File: src/rtl/mole_pkg.sv
// mole_pkg: shared types, constants and mole-up timing helper for the round controller.
package mole_pkg;
    typedef enum logic [2:0] {IDLE, SPAWN, UP, PENALTY, DONE} state_e;
    localparam int unsigned RETRY_LIMIT = 4;
    localparam int unsigned LEVEL_W = 3;
    function automatic int unsigned up_ticks(input int unsigned mole_ticks, input int unsigned min_ticks,
                                             input logic [LEVEL_W-1:0] lvl);
        int unsigned t;
        t = mole_ticks >> lvl;
        return (t > min_ticks) ? t : min_ticks;
    endfunction
endpackage

File: src/rtl/mole_countdown.sv
// mole_countdown: loadable down-counter that parks at zero and flags it.
module mole_countdown #(
    parameter int unsigned W = 8
) (
    input  logic         clk,
    input  logic         rst_n,
    input  logic         load_i,
    input  logic [W-1:0] load_val_i,
    output logic         zero_o
);
    logic [W-1:0] cnt_q, cnt_d;
    always_comb cnt_d = load_i ? load_val_i : (cnt_q != '0 ? cnt_q - 1'b1 : cnt_q);
    always_ff @(posedge clk or negedge rst_n)
        if (!rst_n) cnt_q <= '0;
        else        cnt_q <= cnt_d;
    assign zero_o = (cnt_q == '0);
endmodule

File: src/rtl/mole_round_ctrl.sv
// mole_round_ctrl: N-mole whack-a-mole round controller with timeouts, wrong-press
// penalty, release-based lockout and level speed-up.
module mole_round_ctrl
    import mole_pkg::*;
#(
    parameter int unsigned N_MOLES       = 7,
    parameter int unsigned IDX_W         = (N_MOLES > 2) ? $clog2(N_MOLES) : 1,
    parameter int unsigned SCORE_W       = 8,
    parameter int unsigned MOLE_TICKS    = 500000,
    parameter int unsigned MIN_TICKS     = 50000,
    parameter int unsigned PENALTY_TICKS = 100000,
    parameter int unsigned LEVEL_STEP    = 8,
    parameter int unsigned MAX_LEVEL     = 7
) (
    input  logic               clk,
    input  logic               rst_n,
    input  logic               start_i,
    input  logic               game_end_i,
    input  logic [IDX_W-1:0]   rand_idx_i,
    input  logic [N_MOLES-1:0] btn_i,
    output logic [N_MOLES-1:0] mole_o,
    output logic [N_MOLES-1:0] lockout_o,
    output logic [SCORE_W-1:0] score_o,
    output logic [SCORE_W-1:0] misses_o,
    output logic [LEVEL_W-1:0] level_o,
    output logic               active_o
);
    localparam int unsigned CNT_W   = $clog2((MOLE_TICKS > PENALTY_TICKS ? MOLE_TICKS : PENALTY_TICKS) + 1);
    localparam int unsigned RETRY_W = $clog2(RETRY_LIMIT);
    localparam logic [SCORE_W-1:0] SAT = '1;

    state_e               state_q, state_d;
    logic [N_MOLES-1:0]   mole_q, mole_d, lockout_q, lockout_d, btn_q, press, wrong, hit;
    logic [SCORE_W-1:0]   score_q, score_d, misses_q, misses_d, score_inc, misses_inc;
    logic [LEVEL_W-1:0]   level_q, level_d;
    logic [IDX_W-1:0]     prev_q, prev_d, idx, next_idx;
    logic [RETRY_W-1:0]   retry_q, retry_d;
    logic [CNT_W-1:0]     cnt_val;
    logic                 cnt_load, cnt_zero, idx_ok, spawn_go, start_ok, lvl_up;

    mole_countdown #(.W(CNT_W)) u_cnt (
        .clk        (clk),
        .rst_n      (rst_n),
        .load_i     (cnt_load),
        .load_val_i (cnt_val),
        .zero_o     (cnt_zero)
    );

    assign press      = btn_i & ~btn_q & ~lockout_q;
    assign wrong      = press & ~mole_q;
    assign hit        = press & mole_q;
    assign score_inc  = (score_q == SAT) ? score_q : score_q + 1'b1;
    assign misses_inc = (misses_q == SAT) ? misses_q : misses_q + 1'b1;
    assign next_idx   = (32'(prev_q) == N_MOLES - 1) ? '0 : prev_q + 1'b1;
    assign idx_ok     = (32'(rand_idx_i) < N_MOLES) && (rand_idx_i != prev_q);
    // Fall back to the next index on the last allowed retry so SPAWN is bounded.
    assign spawn_go   = idx_ok || (32'(retry_q) == RETRY_LIMIT - 1);
    assign idx        = idx_ok ? rand_idx_i : next_idx;
    assign start_ok   = start_i & ~game_end_i;
    assign lvl_up     = (32'(score_inc) % LEVEL_STEP == 0) && (score_inc != '0) && (32'(level_q) < MAX_LEVEL);

    always_ff @(posedge clk or negedge rst_n)
        if (!rst_n) begin
            state_q   <= IDLE;
            mole_q    <= '0;
            lockout_q <= '0;
            btn_q     <= '0;
            score_q   <= '0;
            misses_q  <= '0;
            level_q   <= '0;
            prev_q    <= '0;
            retry_q   <= '0;
        end else begin
            state_q   <= state_d;
            mole_q    <= mole_d;
            lockout_q <= lockout_d;
            btn_q     <= btn_i;
            score_q   <= score_d;
            misses_q  <= misses_d;
            level_q   <= level_d;
            prev_q    <= prev_d;
            retry_q   <= retry_d;
        end

    always_comb begin
        state_d   = state_q;
        mole_d    = mole_q;
        lockout_d = lockout_q & btn_i;
        score_d   = score_q;
        misses_d  = misses_q;
        level_d   = level_q;
        prev_d    = prev_q;
        retry_d   = '0;
        cnt_load  = 1'b0;
        cnt_val   = CNT_W'(PENALTY_TICKS - 1);
        case (state_q)
            IDLE, DONE: if (start_ok) begin
                state_d   = SPAWN;
                score_d   = '0;
                misses_d  = '0;
                level_d   = '0;
                lockout_d = '0;
            end
            SPAWN: if (game_end_i) begin
                state_d = DONE;
                mole_d  = '0;
            end else if (spawn_go) begin
                state_d  = UP;
                mole_d   = N_MOLES'(1) << idx;
                prev_d   = idx;
                cnt_load = 1'b1;
                cnt_val  = CNT_W'(up_ticks(MOLE_TICKS, MIN_TICKS, level_q) - 1);
            end else retry_d = retry_q + 1'b1;
            UP: if (game_end_i) begin
                state_d = DONE;
                mole_d  = '0;
            end else if (|wrong) begin
                state_d   = PENALTY;
                lockout_d = lockout_d | wrong;
                misses_d  = misses_inc;
                mole_d    = '0;
                cnt_load  = 1'b1;
            end else if (|hit) begin
                state_d = SPAWN;
                score_d = score_inc;
                level_d = level_q + LEVEL_W'(lvl_up);
                mole_d  = '0;
            end else if (cnt_zero) begin
                state_d  = SPAWN;
                misses_d = misses_inc;
                mole_d   = '0;
            end
            PENALTY: if (game_end_i) begin
                state_d = DONE;
                mole_d  = '0;
            end else if (cnt_zero) state_d = SPAWN;
            default: state_d = IDLE;
        endcase
    end

    always_comb begin
        mole_o    = mole_q;
        lockout_o = lockout_q;
        score_o   = score_q;
        misses_o  = misses_q;
        level_o   = level_q;
        active_o  = (state_q == SPAWN) || (state_q == UP) || (state_q == PENALTY);
    end
endmodule

File: config.mk
export PLATFORM = sky130hd
export DESIGN_NAME = mole_round_ctrl
export DESIGN_NICKNAME = d
export VERILOG_FILES = /design/src/rtl/mole_pkg.sv /design/src/rtl/mole_countdown.sv /design/src/rtl/mole_round_ctrl.sv
export SDC_FILE = /design/constraint.sdc
export NUM_CORES = 1
export LEC_CHECK = 0
export ABC_CLOCK_PERIOD_IN_PS = 2800
export CORE_MARGIN = 5
export CORE_UTILIZATION = 55
export CTS_BUF_LIST = sky130_fd_sc_hd__clkbuf_8 sky130_fd_sc_hd__clkbuf_16
export DETAILED_ROUTE_END_ITERATION = 8
export HOLD_SLACK_MARGIN = 0.02
export PLACE_DENSITY = 0.78
export SLEW_MARGIN = 20
export SYNTH_ARGS = -nofsm -noshare
export SYNTH_HDL_FRONTEND = slang
export SYNTH_SLANG_ARGS = --single-unit
File: constraint.sdc
create_clock -name clk -period 2.8 [get_ports clk]
set_input_delay 0.42 -clock clk [delete_from_list [all_inputs] [get_ports clk]]
set_output_delay 0.42 -clock clk [all_outputs]
set_load 0.02 [all_outputs]
==> flow_summary.json <==
{
  "outcome": "finished clean",
  "setup_tns_ns": 0,
  "relSlewSlack_pct": 60.6,
  "vias_per_cell": 6.08,
  "die_area_um2": 9570,
  "grt_pass1_vias": 3691,
  "clock_path_buffers": 2,
  "syn_inst": 460,
  "dr.first_iter.drc_count": 158,
  "routed_wl_mm": 10.3,
  "reg2reg_depth": 6,
  "root_buffer": "clkbuf_8",
  "critPathBufInv": 1,
  "critPathMaxStageDelay_ns": 0.51,
  "cp-end-kind": "flop",
  "routed-via-count": 3814,
  "crit_chain": "inv_1, ha_1, nor4b_1, nand4_1, o41ai_1, o21ai_0",
  "path_max_fanout": 9,
  "final_max_slew_viol_count": 0,
  "h-tree-depth": 3,
  "core-area_um2": 7610,
  "clock_sinks": 67,
  "grt_max_degree": 38,
  "die_h_um": 97.8,
  "gp_congestion": 0.888,
  "yosys-top-cells-area": "dfrtp_1 40%, ha_1 4.7%, a21oi_1 3.5%, xnor2_1 3.3%, nand2_1 3.1%",
  "design_area_um2": 5160,
  "grtUsageTotal_pct": 21.8,
  "final_util_pct": 67.8,
  "post-place-ws_ns": 0.0526,
  "worstMarginPinSlew_ns": 0.592,
  "cap_violations": 0,
  "start_util_pct": 55.8,
  "grt_pass1_wl_mm": 17.5,
  "numPortBuffers": 47,
  "area_growth_pct": 21.6,
  "insertion_delay_ns": 0.35,
  "antenna_cells": 0,
  "synth_top_area_share_pct": 39.5,
  "drive_gt1_share_pct": 12.0,
  "yosys_warnings": 0,
  "powerDensity_nw_per_um2": 717,
  "timing_hold_violations_final": 0,
  "path_delay_family": "simple AND/OR/NAND/NOR gates",
  "nets": 550,
  "remaining_drc_errors": 0,
  "cp.depth": 6,
  "period_share_pct": 87.0,
  "dp_hpwl_mm": 7.55,
  "final_cell_mix": "67 x dfrtp_1, 46 x clkdlybuf4s50_1, 35 x nand2_1",
  "rsz0062_at_grt": "false",
  "ir_drop_mv": 0.346,
  "period_needed_ns": 2.43,
  "cts_setup_buffers": 0,
  "holdCritPathClass": "in2async",
  "grt_antenna_before_repair": 0,
  "fmax_mhz": 411,
  "io_pins": 48,
  "synthArstFlopShare_pct": 100,
  "rrSetupSlack_ns": 0.37,
  "wl_per_cell_um": 16.4,
  "synth_edf_count": 0,
  "synth_area_per_cell_um2": 9.22,
  "p_leak_nw": 2.13,
  "syn-cell-area_um2": 4240,
  "start_kind": "flop",
  "cts.repair.resized": 0,
  "required_ns": 3.01,
  "fp.dieW_um": 97.8,
  "crit_slowest_cell": "dfrtp_1",
  "worstSetupPathType": "reg2reg",
  "finalSetupViolCount": 0,
  "cts_tree": "done",
  "synth_area_leader_cell": "dfrtp_1",
  "r2r-end": "u_cnt.cnt_q[15]$_DFFE_PN0P_",
  "hold_buffers": 0,
  "synthFlopType": "dfrtp_1",
  "crit_arrival_ns": 2.64,
  "drt_first_pass_iters": 5,
  "postSynthRegisterBits": 67,
  "place_area_um2": 4950,
  "setup_ws_ns": 0.365,
  "cts_buffers": 9,
  "clock-skew-final_ns": 0.0137,
  "grt_overflow": 0,
  "synthDistinctLibCells": 62,
  "layout_commonest_cell": "dfrtp_1",
  "hold_ws_ns": 0.0692,
  "path_clk_slew_ns": 0.07,
  "num_rows": 32,
  "ant_nets": 0,
  "r2r-start": "level_o[0]$_DFFE_PN0P_",
  "yosysSeqAreaShare_pct": 39.5
}
==> synth_stat cells, types with 2 or more instances <==
master    number
dfrtp_1       67
nor2b_1        7
nor4b_1       10
and3_1         7
xor2_1        12
or2_2          4
nor4bb_1       8
xnor2_1       16
o211ai_1       5
or4_1          4
a21oi_1       30
a32o_1        11
nor4_4         2
clkbuf_1      21
nand4_1        7
and3b_1        5
inv_1         11
o41ai_1        2
nand2_1       35
ha_1          16
nor4_1         8
mux2_2         3
nand3b_1       3
a211o_1        2
nand3_1       13
nor2_1        34
o21ai_0       22
nand2b_1       5
a31oi_1        6
or3_1          8
and2_1         4
nor3b_1        2
o221ai_1       3
o31ai_1        9
a32oi_1        2
buf_1          2
a211oi_1       7
a31o_2         5
nor3_1        19
==> flip-flops by register name, indices dropped and copies added, names as in the netlist <==
| signal | flops |
|---|---|
| btn_q | 7 |
| lockout_o | 7 |
| misses_o | 8 |
| prev_q | 3 |
| retry_q | 2 |
| level_o | 3 |
| u_cnt.cnt_q | 19 |
| mole_o | 7 |
| state_q | 3 |
| score_o | 8 |
==> worst max path at each step <==
stage / from / to / slack [ns]
after global placement: btn_i[3] / misses_o[7]$_DFFE_PN0P_ / 0.14
after detailed placement: btn_i[2] / misses_o[7]$_DFFE_PN0P_ / 0.05
after global routing: level_o[0]$_DFFE_PN0P_ / u_cnt.cnt_q[4]$_DFFE_PN0P_ / 0.19
after floorplan: level_o[0]$_DFFE_PN0P_ / u_cnt.cnt_q[4]$_DFFE_PN0P_ / 0.30
final: level_o[0]$_DFFE_PN0P_ / u_cnt.cnt_q[15]$_DFFE_PN0P_ / 0.37
after CTS: level_o[0]$_DFFE_PN0P_ / u_cnt.cnt_q[4]$_DFFE_PN0P_ / 0.40
==> kinds of logic (layout without fill, tap and decap cells) <==
group                    Yosys count  count (layout)  synth area share (%)
other                              1               2                0.0884
flip-flops                        67              67                  39.5
AO/OA/AOI/OAI                    118             118                  19.1
AND/OR/NAND/NOR                  190             190                  26.6
XOR/XNOR                          28              28                  5.78
adder cells (fa/ha/maj)           16              16                  4.72
buffers and inverters             36             100                  3.21
multiplexers                       4               4                  1.03
==> area by class of cell <==
cell class              count  area (um2)
multi-input cells         358        2430
well taps                 102         128
inverters                  12        45.0
clock inverters             6        73.8
clock buffers              10         138
fillers                   619        2450
repair buffers             72         666
flip-flops and latches     67        1680
==> report_power, final <==
| part | internal (mW) | switching, mW | leakage [nW] |
|---|---|---|---|
| sequential | 1.17 | 0.289 | 0.876 |
| clock | 0.444 | 0.395 | 0.107 |
| combinational | 0.650 | 0.748 | 1.15 |
| total | 2.27 | 1.43 | 2.13 |
==> stage by stage <==
step                      cells  total power [mW]
after floorplan             461              2.39
after global placement      611              2.80
after detailed placement    611              2.86
after CTS                   627              3.70
after global routing        627              3.94
final                       627              3.70
==> routing by layer <==
metal | GRT usage, % | wire length, um | vias up
li1 | - | - | 1848
met1 | 29.7 | 4730 | 1842
met2 | 35.5 | 4890 | 108
met3 | 3.14 | 514 | 16
met4 | 7.88 | 172 | 0
met5 | 0 | 0 | -
Note: power is estimated with default switching activity, not from simulation.
